<file path="config.mk">
export PLATFORM = sky130hd
export DESIGN_NAME = queue_sensor_conditioner_flat
export DESIGN_NICKNAME = d
export VERILOG_FILES = /design/src/rtl/queue_pkg.sv /design/src/rtl/queue_sensor_conditioner_if.sv /design/src/rtl/queue_sensor_debounce.sv /design/src/rtl/queue_sensor_conditioner.sv /design/src/flat_wrapper.sv
export SDC_FILE = /design/constraint.sdc
export NUM_CORES = 1
export LEC_CHECK = 0
export ABC_AREA = 1
export ABC_CLOCK_PERIOD_IN_PS = 2200
export CORE_MARGIN = 3
export CORE_UTILIZATION = 58
export CTS_BUF_LIST = sky130_fd_sc_hd__clkbuf_2 sky130_fd_sc_hd__clkbuf_4 sky130_fd_sc_hd__clkbuf_8
export CTS_CLUSTER_DIAMETER = 50
export DETAILED_ROUTE_END_ITERATION = 16
export PLACE_DENSITY = 0.92
export SLEW_MARGIN = 25
export SYNTH_ARGS = -nofsm -noshare
export SYNTH_HDL_FRONTEND = slang
export SYNTH_SLANG_ARGS = --single-unit
export TNS_END_PERCENT = 10
</file>
<file path="constraint.sdc">
create_clock -name CLK -period 2.2 [get_ports CLK]
set_clock_uncertainty 0.05 [all_clocks]
set_input_delay 0.44 -clock CLK [delete_from_list [all_inputs] [get_ports CLK]]
set_output_delay 0.44 -clock CLK [all_outputs]
set_load 0.05 [all_outputs]
</file>
<file path="src/rtl/queue_pkg.sv">
// Shared types and defaults for the queue sensor front-end: debounce state
// encoding, parameter defaults and the debounce counter width helper.
package queue_pkg;

    typedef enum logic [1:0] {
        IDLE   = 2'd0,
        ARM    = 2'd1,
        HIGH   = 2'd2,
        DISARM = 2'd3
    } db_state_e;

    localparam int DEF_DEBOUNCE_CYCLES = 4;
    localparam int DEF_SYNC_STAGES     = 2;
    localparam int DEF_BLK_W           = 8;

    // A one-cycle debounce still needs a 1-bit counter to compare against zero.
    function automatic int cnt_w(input int n);
        return (n > 1) ? $clog2(n) : 1;
    endfunction

endpackage

</file>
<file path="src/rtl/queue_sensor_conditioner_if.sv">
// Sensor/flag/pulse bundle between the photo sensors, the people counter and
// the conditioner.
interface queue_sensor_conditioner_if
    import queue_pkg::*;
#(
    parameter int BLK_W = DEF_BLK_W
);
    logic             sensor_front_raw;
    logic             sensor_back_raw;
    logic             Full_flag;
    logic             Empty_flag;
    logic             sensor_start;
    logic             sensor_end;
    logic             entry_blocked;
    logic [BLK_W-1:0] blocked_count;

    modport slave (
        input  sensor_front_raw, sensor_back_raw, Full_flag, Empty_flag,
        output sensor_start, sensor_end, entry_blocked, blocked_count
    );

    modport master (
        output sensor_front_raw, sensor_back_raw, Full_flag, Empty_flag,
        input  sensor_start, sensor_end, entry_blocked, blocked_count
    );
endinterface

</file>
<file path="src/rtl/queue_sensor_debounce.sv">
// One sensor channel: synchroniser, debounce counter and 4-state FSM that
// emits a single combinational rise on the ARM->HIGH transition.
module queue_sensor_debounce
    import queue_pkg::*;
#(
    parameter int DEBOUNCE_CYCLES = DEF_DEBOUNCE_CYCLES,
    parameter int SYNC_STAGES     = DEF_SYNC_STAGES
) (
    input  logic CLK,
    input  logic RESET_N,
    input  logic i_raw,
    output logic o_rise
);
    localparam int             CNT_W   = cnt_w(DEBOUNCE_CYCLES);
    localparam logic [CNT_W-1:0] CNT_MAX = CNT_W'(DEBOUNCE_CYCLES - 1);

    logic [SYNC_STAGES-1:0] r_sync;
    db_state_e              r_state, w_state_nxt;
    logic [CNT_W-1:0]       r_cnt, w_cnt_nxt;
    logic                   w_s;
    logic                   w_rise;

    assign w_s = r_sync[SYNC_STAGES-1];

    always_ff @(posedge CLK or negedge RESET_N) begin
        if (!RESET_N) begin
            r_sync  <= '0;
            r_state <= IDLE;
            r_cnt   <= '0;
        end else begin
            r_sync  <= {r_sync[SYNC_STAGES-2:0], i_raw};
            r_state <= w_state_nxt;
            r_cnt   <= w_cnt_nxt;
        end
    end

    always_comb begin
        w_state_nxt = r_state;
        w_cnt_nxt   = r_cnt;
        case (r_state)
            IDLE: if (w_s) begin
                w_state_nxt = ARM;
                w_cnt_nxt   = '0;
            end
            ARM: begin
                if (!w_s)                 w_state_nxt = IDLE;
                else if (r_cnt == CNT_MAX) w_state_nxt = HIGH;
                else                      w_cnt_nxt   = r_cnt + 1'b1;
            end
            HIGH: if (!w_s) begin
                w_state_nxt = DISARM;
                w_cnt_nxt   = '0;
            end
            // Beam re-made during release bounce returns to HIGH without a new rise.
            DISARM: begin
                if (w_s)                  w_state_nxt = HIGH;
                else if (r_cnt == CNT_MAX) w_state_nxt = IDLE;
                else                      w_cnt_nxt   = r_cnt + 1'b1;
            end
            default: w_state_nxt = IDLE;
        endcase
    end

    always_comb begin
        w_rise = (r_state == ARM) && w_s && (r_cnt == CNT_MAX);
    end

    assign o_rise = w_rise;

endmodule

</file>
<file path="src/rtl/queue_sensor_conditioner.sv">
// Debounces entry/exit sensors and gates the resulting pulses with the
// counter's Full/Empty flags; counts entries rejected while full.
module queue_sensor_conditioner
    import queue_pkg::*;
#(
    parameter int DEBOUNCE_CYCLES = DEF_DEBOUNCE_CYCLES,
    parameter int SYNC_STAGES     = DEF_SYNC_STAGES,
    parameter int BLK_W           = DEF_BLK_W
) (
    input  logic                         CLK,
    input  logic                         RESET_N,
    queue_sensor_conditioner_if.slave    bus
);
    localparam int NUM_CH = 2;  // [0] front/entry, [1] back/exit

    logic [NUM_CH-1:0] w_raw;
    logic [NUM_CH-1:0] w_rise;
    logic              w_blk;
    logic              r_start;
    logic              r_end;
    logic              r_blocked;
    logic [BLK_W-1:0]  r_blk_cnt;

    assign w_raw = {bus.sensor_back_raw, bus.sensor_front_raw};

    for (genvar g = 0; g < NUM_CH; g++) begin : g_ch
        queue_sensor_debounce #(
            .DEBOUNCE_CYCLES (DEBOUNCE_CYCLES),
            .SYNC_STAGES     (SYNC_STAGES)
        ) u_deb (
            .CLK     (CLK),
            .RESET_N (RESET_N),
            .i_raw   (w_raw[g]),
            .o_rise  (w_rise[g])
        );
    end

    // Flags are only looked at on the rise edge itself.
    assign w_blk = w_rise[0] & bus.Full_flag;

    always_ff @(posedge CLK or negedge RESET_N) begin
        if (!RESET_N) begin
            r_start   <= 1'b0;
            r_end     <= 1'b0;
            r_blocked <= 1'b0;
            r_blk_cnt <= '0;
        end else begin
            r_start   <= w_rise[0] & ~bus.Full_flag;
            r_end     <= w_rise[1] & ~bus.Empty_flag;
            r_blocked <= w_blk;
            if (w_blk && (r_blk_cnt != {BLK_W{1'b1}}))
                r_blk_cnt <= r_blk_cnt + 1'b1;
        end
    end

    assign bus.sensor_start  = r_start;
    assign bus.sensor_end    = r_end;
    assign bus.entry_blocked = r_blocked;
    assign bus.blocked_count = r_blk_cnt;

endmodule

</file>
<file path="src/flat_wrapper.sv">
// flat-port wrapper written by rule: the top's interface ports become plain ports
module queue_sensor_conditioner_flat import queue_pkg::*;
#(
    parameter int DEBOUNCE_CYCLES = DEF_DEBOUNCE_CYCLES,
    parameter int SYNC_STAGES     = DEF_SYNC_STAGES,
    parameter int BLK_W           = DEF_BLK_W
)
  (CLK, RESET_N, bus_sensor_front_raw, bus_sensor_back_raw, bus_Full_flag, bus_Empty_flag, bus_sensor_start, bus_sensor_end, bus_entry_blocked, bus_blocked_count);
  queue_sensor_conditioner_if #(.BLK_W(BLK_W)) bus_i ();
  input  logic CLK;
  input  logic RESET_N;
  input wire logic [$bits(bus_i.sensor_front_raw)-1:0] bus_sensor_front_raw;
  input wire logic [$bits(bus_i.sensor_back_raw)-1:0] bus_sensor_back_raw;
  input wire logic [$bits(bus_i.Full_flag)-1:0] bus_Full_flag;
  input wire logic [$bits(bus_i.Empty_flag)-1:0] bus_Empty_flag;
  output wire logic [$bits(bus_i.sensor_start)-1:0] bus_sensor_start;
  output wire logic [$bits(bus_i.sensor_end)-1:0] bus_sensor_end;
  output wire logic [$bits(bus_i.entry_blocked)-1:0] bus_entry_blocked;
  output wire logic [$bits(bus_i.blocked_count)-1:0] bus_blocked_count;
  assign bus_i.sensor_front_raw = bus_sensor_front_raw;
  assign bus_i.sensor_back_raw = bus_sensor_back_raw;
  assign bus_i.Full_flag = bus_Full_flag;
  assign bus_i.Empty_flag = bus_Empty_flag;
  assign bus_sensor_start = bus_i.sensor_start;
  assign bus_sensor_end = bus_i.sensor_end;
  assign bus_entry_blocked = bus_i.entry_blocked;
  assign bus_blocked_count = bus_i.blocked_count;
  queue_sensor_conditioner #(.DEBOUNCE_CYCLES(DEBOUNCE_CYCLES), .SYNC_STAGES(SYNC_STAGES), .BLK_W(BLK_W)) u_core (.CLK(CLK), .RESET_N(RESET_N), .bus(bus_i));
endmodule
</file>
==> run metrics <==
Ports=17; CTS tree=yes; total vias in the final route=approximately 850; Final nets=155; overall routing resource usage=19.1%; DIE HEIGHT=48.6 um; Pre-antenna DRT Iters=4; Critical Path Fanout Max=5; Worst Path Class, Setup=reg -> out; DR WL/cell=about 11 um; worst vdd ir=0.604 mV; largest net degree at the start of global routing=24; Critical Path Source Type=flip-flop; # setup viols final=0; initial antenna violation count=0; global-route wire length before repair=between 3000 and 4000 um; post-route ant nets=0; initial core utilization=65.5%; worst-skew pair later-pin latency=about 300 ps; actual transition at the worst max-transition pin=about 520 ps; Die Area=2370 um^2; status=complete, no violations; crit-path max cell delay=840 ps; Worst Path Buf+Inv=1; Max-cap violations=0; Yosys cell types=17; Hold WC Path Type=reg -> reg; Cells after Synth=123; DR vias/cell=5.08; Peak Freq=~480 MHz; FF-to-FF path depth=6; number of global-route vias before repair=855; gr ovfl total=0; crit-path cells=clkdlybuf4s50_1; commonest non-fill, non-tap cells in the layout=55 x nand2_1, 23 x dfrtp_1, 15 x clkdlybuf4s50_1, 12 x inv_1, 8 x o21ai_0; Routed WL=1890 um; Ant. Diodes=0; CP Capture Type=primary output; Critical Path Source=u_core.bus.blocked_count[3]$_DFFE_PN0P_; Worst path slowest cell=clkdlybuf4s50_1; crit path to=bus_blocked_count[3]; CTS Buffer Depth=2; Initial DRC Count=27; leading area contributor after synthesis=dfrtp_1; Power Density=791 nW/um^2; DRC errors left=0; RR Startpoint=u_core.g_ch[0].u_deb.r_cnt[0]$_DFFE_PN0P_; TNS Setup=0 ps; Synth Register Bits=23; minimum clock period=2070 ps; Num CTS Buffers=3; share of cells above drive strength 1=under 10%; Slew headroom=approximately two thirds; Synth-to-Final Area Change=21.8%; R2R Setup Slk=760 ps; die width=48.6 um; family with the most delay on the worst path=buffers and inverters; share of the synthesized area in the top cell type=54.6%; clk slew on worst S/H paths=110 ps; final hold vios=0; Final Max Tran Viols=0; crit path DAT=1580 ps; CTS Sinks=23; YS warnings=0; Fillers=111; IO Port Bufs=16; DP HPWL=1450 um; Root Buffer=clkbuf_4; dominant cells by area after synthesis=dfrtp_1 55%, nand2_1 20%, ha_1 4.7%, inv_1 4.3%, o21ai_0 3.8%; core region area=1610 um^2; Syn Std Cell Area=1050 um^2; Final period util=94.3%; setup bufs post-CTS=0; Worst Path Required=between 1500 and 2000 ps; commonest non-fill, non-tap cell in the layout=nand2_1; Mean Syn Cell Area=8.58 um^2; syn nets=133; post-synthesis sequential area ratio=between 50 and 60%; RSZ-0062 raised after global routing=false; fin worst setup slack=125 ps; routability-driven placement congestion ratio=about 0.74; Max H-tree Level=1; pre-CTS setup slack=425 ps; Cell Rows=14; leak pwr=roughly 0.66 nW; total stage count of the critical path=1; Critical R2R Capture=u_core.bus.blocked_count[3]$_DFFE_PN0P_
flip-flops by register name, summed over array words and instances (netlist names), named ones only:
name and cells:
u_core.g_ch.u_deb.r_state 2, u_core.bus.blocked_count 8, u_core.g_ch.u_deb.r_cnt 4, u_core.bus.sensor_end 1
u_core.bus.sensor_start 1, u_core.g_ch.u_deb.r_sync 4, u_core.bus.entry_blocked 1
synth_stat cells:
cell      instances
nand2_1          55
dfrtp_1          23
inv_1            12
o21ai_0           8
nor2_1            5
ha_1              4
nand3_1           3
nand2_2           2
xnor2_1           2
xor2_1            2
a21boi_0          1
nand3_2           1
nor2_2            1
nor2_4            1
nor3_1            1
nor3_2            1
nor4_1            1
power breakdown:
group / switching, mW / internal [mW]
Sequential: 0.0728 / 0.499
Clock: 0.112 / 0.0829
Combinational: 0.156 / 0.0930
Total: 0.341 / 0.675
cell families after synthesis:
family,after synthesis,share of synthesized area (%)
flip-flops,23,54.6
XOR/XNOR,4,3.32
AND/OR/NAND/NOR,71,28.6
buffers and inverters,12,4.27
adder cells (fa/ha/maj),4,4.75
AO/OA/AOI/OAI,9,4.51
worst min-delay path by stage:
stage	startpoint	end	slack [ps]	cells after the start
detailed placement	u_core.g_ch[0].u_deb.r_sync[0]$_DFF_PN0_	u_core.g_ch[0].u_deb.r_sync[1]$_DFF_PN0_	300	0
finish	u_core.g_ch[0].u_deb.r_sync[0]$_DFF_PN0_	u_core.g_ch[0].u_deb.r_sync[1]$_DFF_PN0_	320	0
CTS	u_core.g_ch[0].u_deb.r_sync[0]$_DFF_PN0_	u_core.g_ch[0].u_deb.r_sync[1]$_DFF_PN0_	320	0
floorplan	RESET_N	async pin	90	0
global placement	u_core.g_ch[0].u_deb.r_sync[0]$_DFF_PN0_	u_core.g_ch[0].u_deb.r_sync[1]$_DFF_PN0_	280	0
global route	u_core.g_ch[0].u_deb.r_sync[0]$_DFF_PN0_	u_core.g_ch[0].u_deb.r_sync[1]$_DFF_PN0_	330	0
per-stage QoR:
stage / hold WS [ps] / cell area (um^2) / utilization [%] / instances / power [mW]
detailed placement: 295 / 1250 / 77.7 / 164 / 0.829
finish: 317 / 1280 / 79.7 / 168 / 1.02
global route: 331 / 1280 / 79.7 / 168 / 1.10
CTS: 322 / 1280 / 79.6 / 168 / 1.02
floorplan: 94.4 / 1050 / - / 123 / 0.736
global placement: 284 / 1250 / 77.7 / 164 / 0.800
layout make-up:
cell class / count / area, um^2 / share of cell area [%]
clock buffer: 4 / 30.0 / 2.34
inverter: 12 / 45.0 / 3.51
multi-input combinational: 88 / 434 / 33.8
sequential: 23 / 576 / 44.8
tap: 24 / 30.0 / 2.34
timing repair buffer: 17 / 170 / 13.2
timing repair:
action / 4_1_cts / 5_1_grt
setup endpoints to repair: 0 / 1
gates resized for setup: 0 / 1
hold buffers: 0 / 0
per-layer routing:
layer,global-route usage [%],part of all wire (%),up-vias
met3,4.29,5.1,2
li1,-,-,424
met2,34.4,54,26
met1,21.2,40,402
met4,9.00,0.53,0
met5,0,0,-
Note: power is estimated with default switching activity, not from simulation.
==> RTL change 1: new RTL, same flow settings <==
The package constant `DEF_SYNC_STAGES` goes from 2 to 4.
--- a/src/rtl/queue_pkg.sv
+++ b/src/rtl/queue_pkg.sv
@@ -11,5 +11,5 @@
 
     localparam int DEF_DEBOUNCE_CYCLES = 4;
-    localparam int DEF_SYNC_STAGES     = 2;
+    localparam int DEF_SYNC_STAGES     = 4;
     localparam int DEF_BLK_W           = 8;
 
Formal check against the unedited RTL: not equivalent (Yosys sat finds a counterexample within 10 cycles, from zero or initial values and one cycle with RESET_N low).
==> RTL change 1 against the original RTL <==
Die area increased by 8.6%. Cell count increased by 4.2%. Power increased by 6.2%. Critical path type unchanged. Final area increased by 8.0%. Routed wire length increased by 6.7%. Sequential share of layout area increased by 3.9 points. Global-route usage increased by 0.44 points. First-iteration DRC count decreased by 78%. Sequential cell count increased by 4. Setup slack got worse by 0.041 ns. Area after synthesis increased by 9.8%.
==> RTL change 1: results (changes against the original RTL) <==
met1 Use GR=25.2% (+4.0 points); layout cell share with drive strength beyond 1=8.00% (+0.36 points); reg-to-reg startpoint=u_core.bus.blocked_count[0]; fin nets=161 (+3.9%); Placed Area=0.00136 mm² (+8.4%); Static Leakage=0.706 nW (+7.5%); met3 routed WL=66 µm (-32%); wl on met1=925 µm (+21%); compound-cell area share of the yosys netlist=4.10% (-0.40 points); DP Wirelength=1450 µm (-0.12%); Hold Worst Slack=0.316 ns (-0.000728 ns); hold path startpoint=u_core.g_ch[1].u_deb.r_sync[2]; Rel. slew slack=66.3% (+1.3 points); fillers=131 (+18%); P_clk=0.201 mW (+3%); vias in the first global route=888 (+3.9%); Hold Path Sink=u_core.g_ch[1].u_deb.r_sync[3]; power density over cell area=778 mW/mm² (-1.7%); syn nets=139 (+4.5%); Reg-to-Reg End=u_core.bus.blocked_count[5]; pre-CTS setup slack=0.445 ns (+0.0203 ns); run status=finished, final reports clean; 1st-iter DRT viols=6 (-78%); switching pwr=0.345 mW (+1.2%); wire length on met2=1010 µm (-1.3%); drt via density=4.85 (-4.6%); seq pwr=0.645 mW (+13%); All-Layer GR Usage=19.6% (+0.44 points); GRT met2 Usage=32.6% (-1.8 points); Synth Area in Adders=4.32% (-0.43 points); xor-xnor portion of the synthesized cell area=2.27% (-1.1 points)
RTL change 1: cell count changes after synthesis:
cell / delta
xor2_1: -1
nor3_1: +1
dfrtp_1: +4
nand2_1: +2
or2_2: +1
nor4_1: -1
RTL change 1: area by class of cell:
cell class | count | share of cell area [%]
Timing Repair Buffer | 17 | 12.3
Clock inverter | 1 | 0.361
Tap cell | 25 | 2.25
Inverter | 12 | 3.25
Sequential cell | 27 | 48.7
Multi-Input combinational cell | 90 | 31.6
Clock buffer | 3 | 1.62
RTL change 1: stage by stage:
stage | instances | util (%)
2_1_floorplan | 129 | -
3_3_place_gp | 171 | 75.3
3_5_place_dp | 171 | 75.3
4_1_cts | 175 | 76.9
5_1_grt | 175 | 77.0
6_report | 175 | 77.0
RTL change 1: repair_timing:
action,CTS,global route
hold buffers,0,0
resized for setup,0,1
endpoints found under the setup margin,0,1
==> RTL change 2: new RTL, config.mk and constraints unchanged <==
Made on the original files. The 4 states of `db_state_e` get a one-hot encoding in 4 bits.
--- a/src/rtl/queue_pkg.sv
+++ b/src/rtl/queue_pkg.sv
@@ -3,9 +3,9 @@
 package queue_pkg;
 
-    typedef enum logic [1:0] {
-        IDLE   = 2'd0,
-        ARM    = 2'd1,
-        HIGH   = 2'd2,
-        DISARM = 2'd3
+    typedef enum logic [3:0] {
+        IDLE   = 4'b0001,
+        ARM    = 4'b0010,
+        HIGH   = 4'b0100,
+        DISARM = 4'b1000
     } db_state_e;
 
Formal check against the unedited RTL: same outputs for any inputs over 10 cycles, from zero or initial values and one cycle with RESET_N low; not proved beyond that.
==> RTL change 2 against the original RTL <==
Setup slack got worse by 0.056 ns. Final area increased by 32%. Routed wire length increased by 66%. Maximum frequency decreased by 2.6%. Area after synthesis increased by 38%. Hold slack improved by 0.0016 ns. Combinational power increased by 130%. Core utilization decreased by 6.1 points. Die area increased by 33%. Critical path depth unchanged. Sequential cell count increased by 4. Power increased by 45%. Highest routed layer unchanged.
==> RTL change 2: results (changes against the original RTL) <==
Rel. slew slack=66.0% (+0.99 points); xor-xnor portion of the synthesized cell area=1.81% (-1.5 points); clk_lat worst skew=0.35 ns (+0.05 ns); met1 Use GR=24.1% (+2.8 points); vias in the first global route=1346 (+57%); seq pwr=0.669 mW (+17%); drt via density=5.52 (+8.6%); Static Leakage=0.958 nW (+46%); worst setup path endpoint=bus_blocked_count[5]; layout cell share with drive strength beyond 1=5.50% (-2.1 points); syn nets=206 (+55%); initial antenna violation count=0 (unchanged); wl on met1=1270 µm (+66%); Critical path origin=u_core.bus.blocked_count[5]; largest net degree at the start of global routing=28 (+17%); met3 routed WL=157 µm (+62%); GRT met2 Usage=37.9% (+3.5 points); grt met3 use=4.64% (+0.35 points); R2R depth=7 (+1); power density over cell area=874 mW/mm² (+11%); drt wl/cell=12.8 µm (+13%); Synth Area in Adders=2.58% (-2.2 points); DP Wirelength=2470 µm (+71%); first-pass GRT wire length=5400 µm (+52%); compound-cell area share of the yosys netlist=3.45% (-1.1 points); 1st-iter DRT viols=34 (+26%); fin nets=228 (+47%); hold path startpoint=u_core.g_ch[0].u_deb.r_sync[0]; Area Overhead vs Synth=16.5%; Commonest cells post-synth=72 x nand2_1, 26 x nand3_1, 25 x dfrtp_1; All-Layer GR Usage=21.8% (+2.7 points); wire length on met2=1630 µm (+60%); WP data arrival=1.64 ns (+0.06 ns); switching pwr=0.629 mW (+84%); run status=finished, final reports clean; post-synthesis sequential area ratio=46.7% (-7.9 points); post-synth cell types=18 (+1); R2R Setup Slk=0.50 ns (-0.26 ns); clock transition at the registers of the reported paths=0.16 ns (+0.05 ns); Final GP Congestion=0.893 (+20%)
RTL change 2: changes by cell type after synthesis, sizes merged, moves of 2 or more:
cell	unedited run	this run
dfstp	0	2
dfrtp	23	25
inv	12	23
nand3	4	27
a21oi	0	3
xnor2	2	0
nand3b	0	2
nand2	57	73
o21ai	8	4
nor2	7	25
nand4	0	2
RTL change 2: layout make-up:
type                            instances  area (µm²)
Multi-Input combinational cell        147         688
Tap cell                               28        35.0
Clock inverter                          1        8.76
Fill cell                             182         606
Inverter                               23        86.3
Timing Repair Buffer                   17         173
Clock buffer                            3        22.5
Sequential cell                        27         678
RTL change 2: through the flow:
step                      cell area (µm²)  hold slack, ns  setup slack (ns)  instances
after floorplan                      1450          0.0944             0.377        197
after global placement               1660           0.287             0.423        242
after detailed placement             1660           0.289             0.340        242
after CTS                            1690           0.324            0.0331        246
after global routing                 1690           0.332           0.00636        246
final                                1690           0.318            0.0694        246
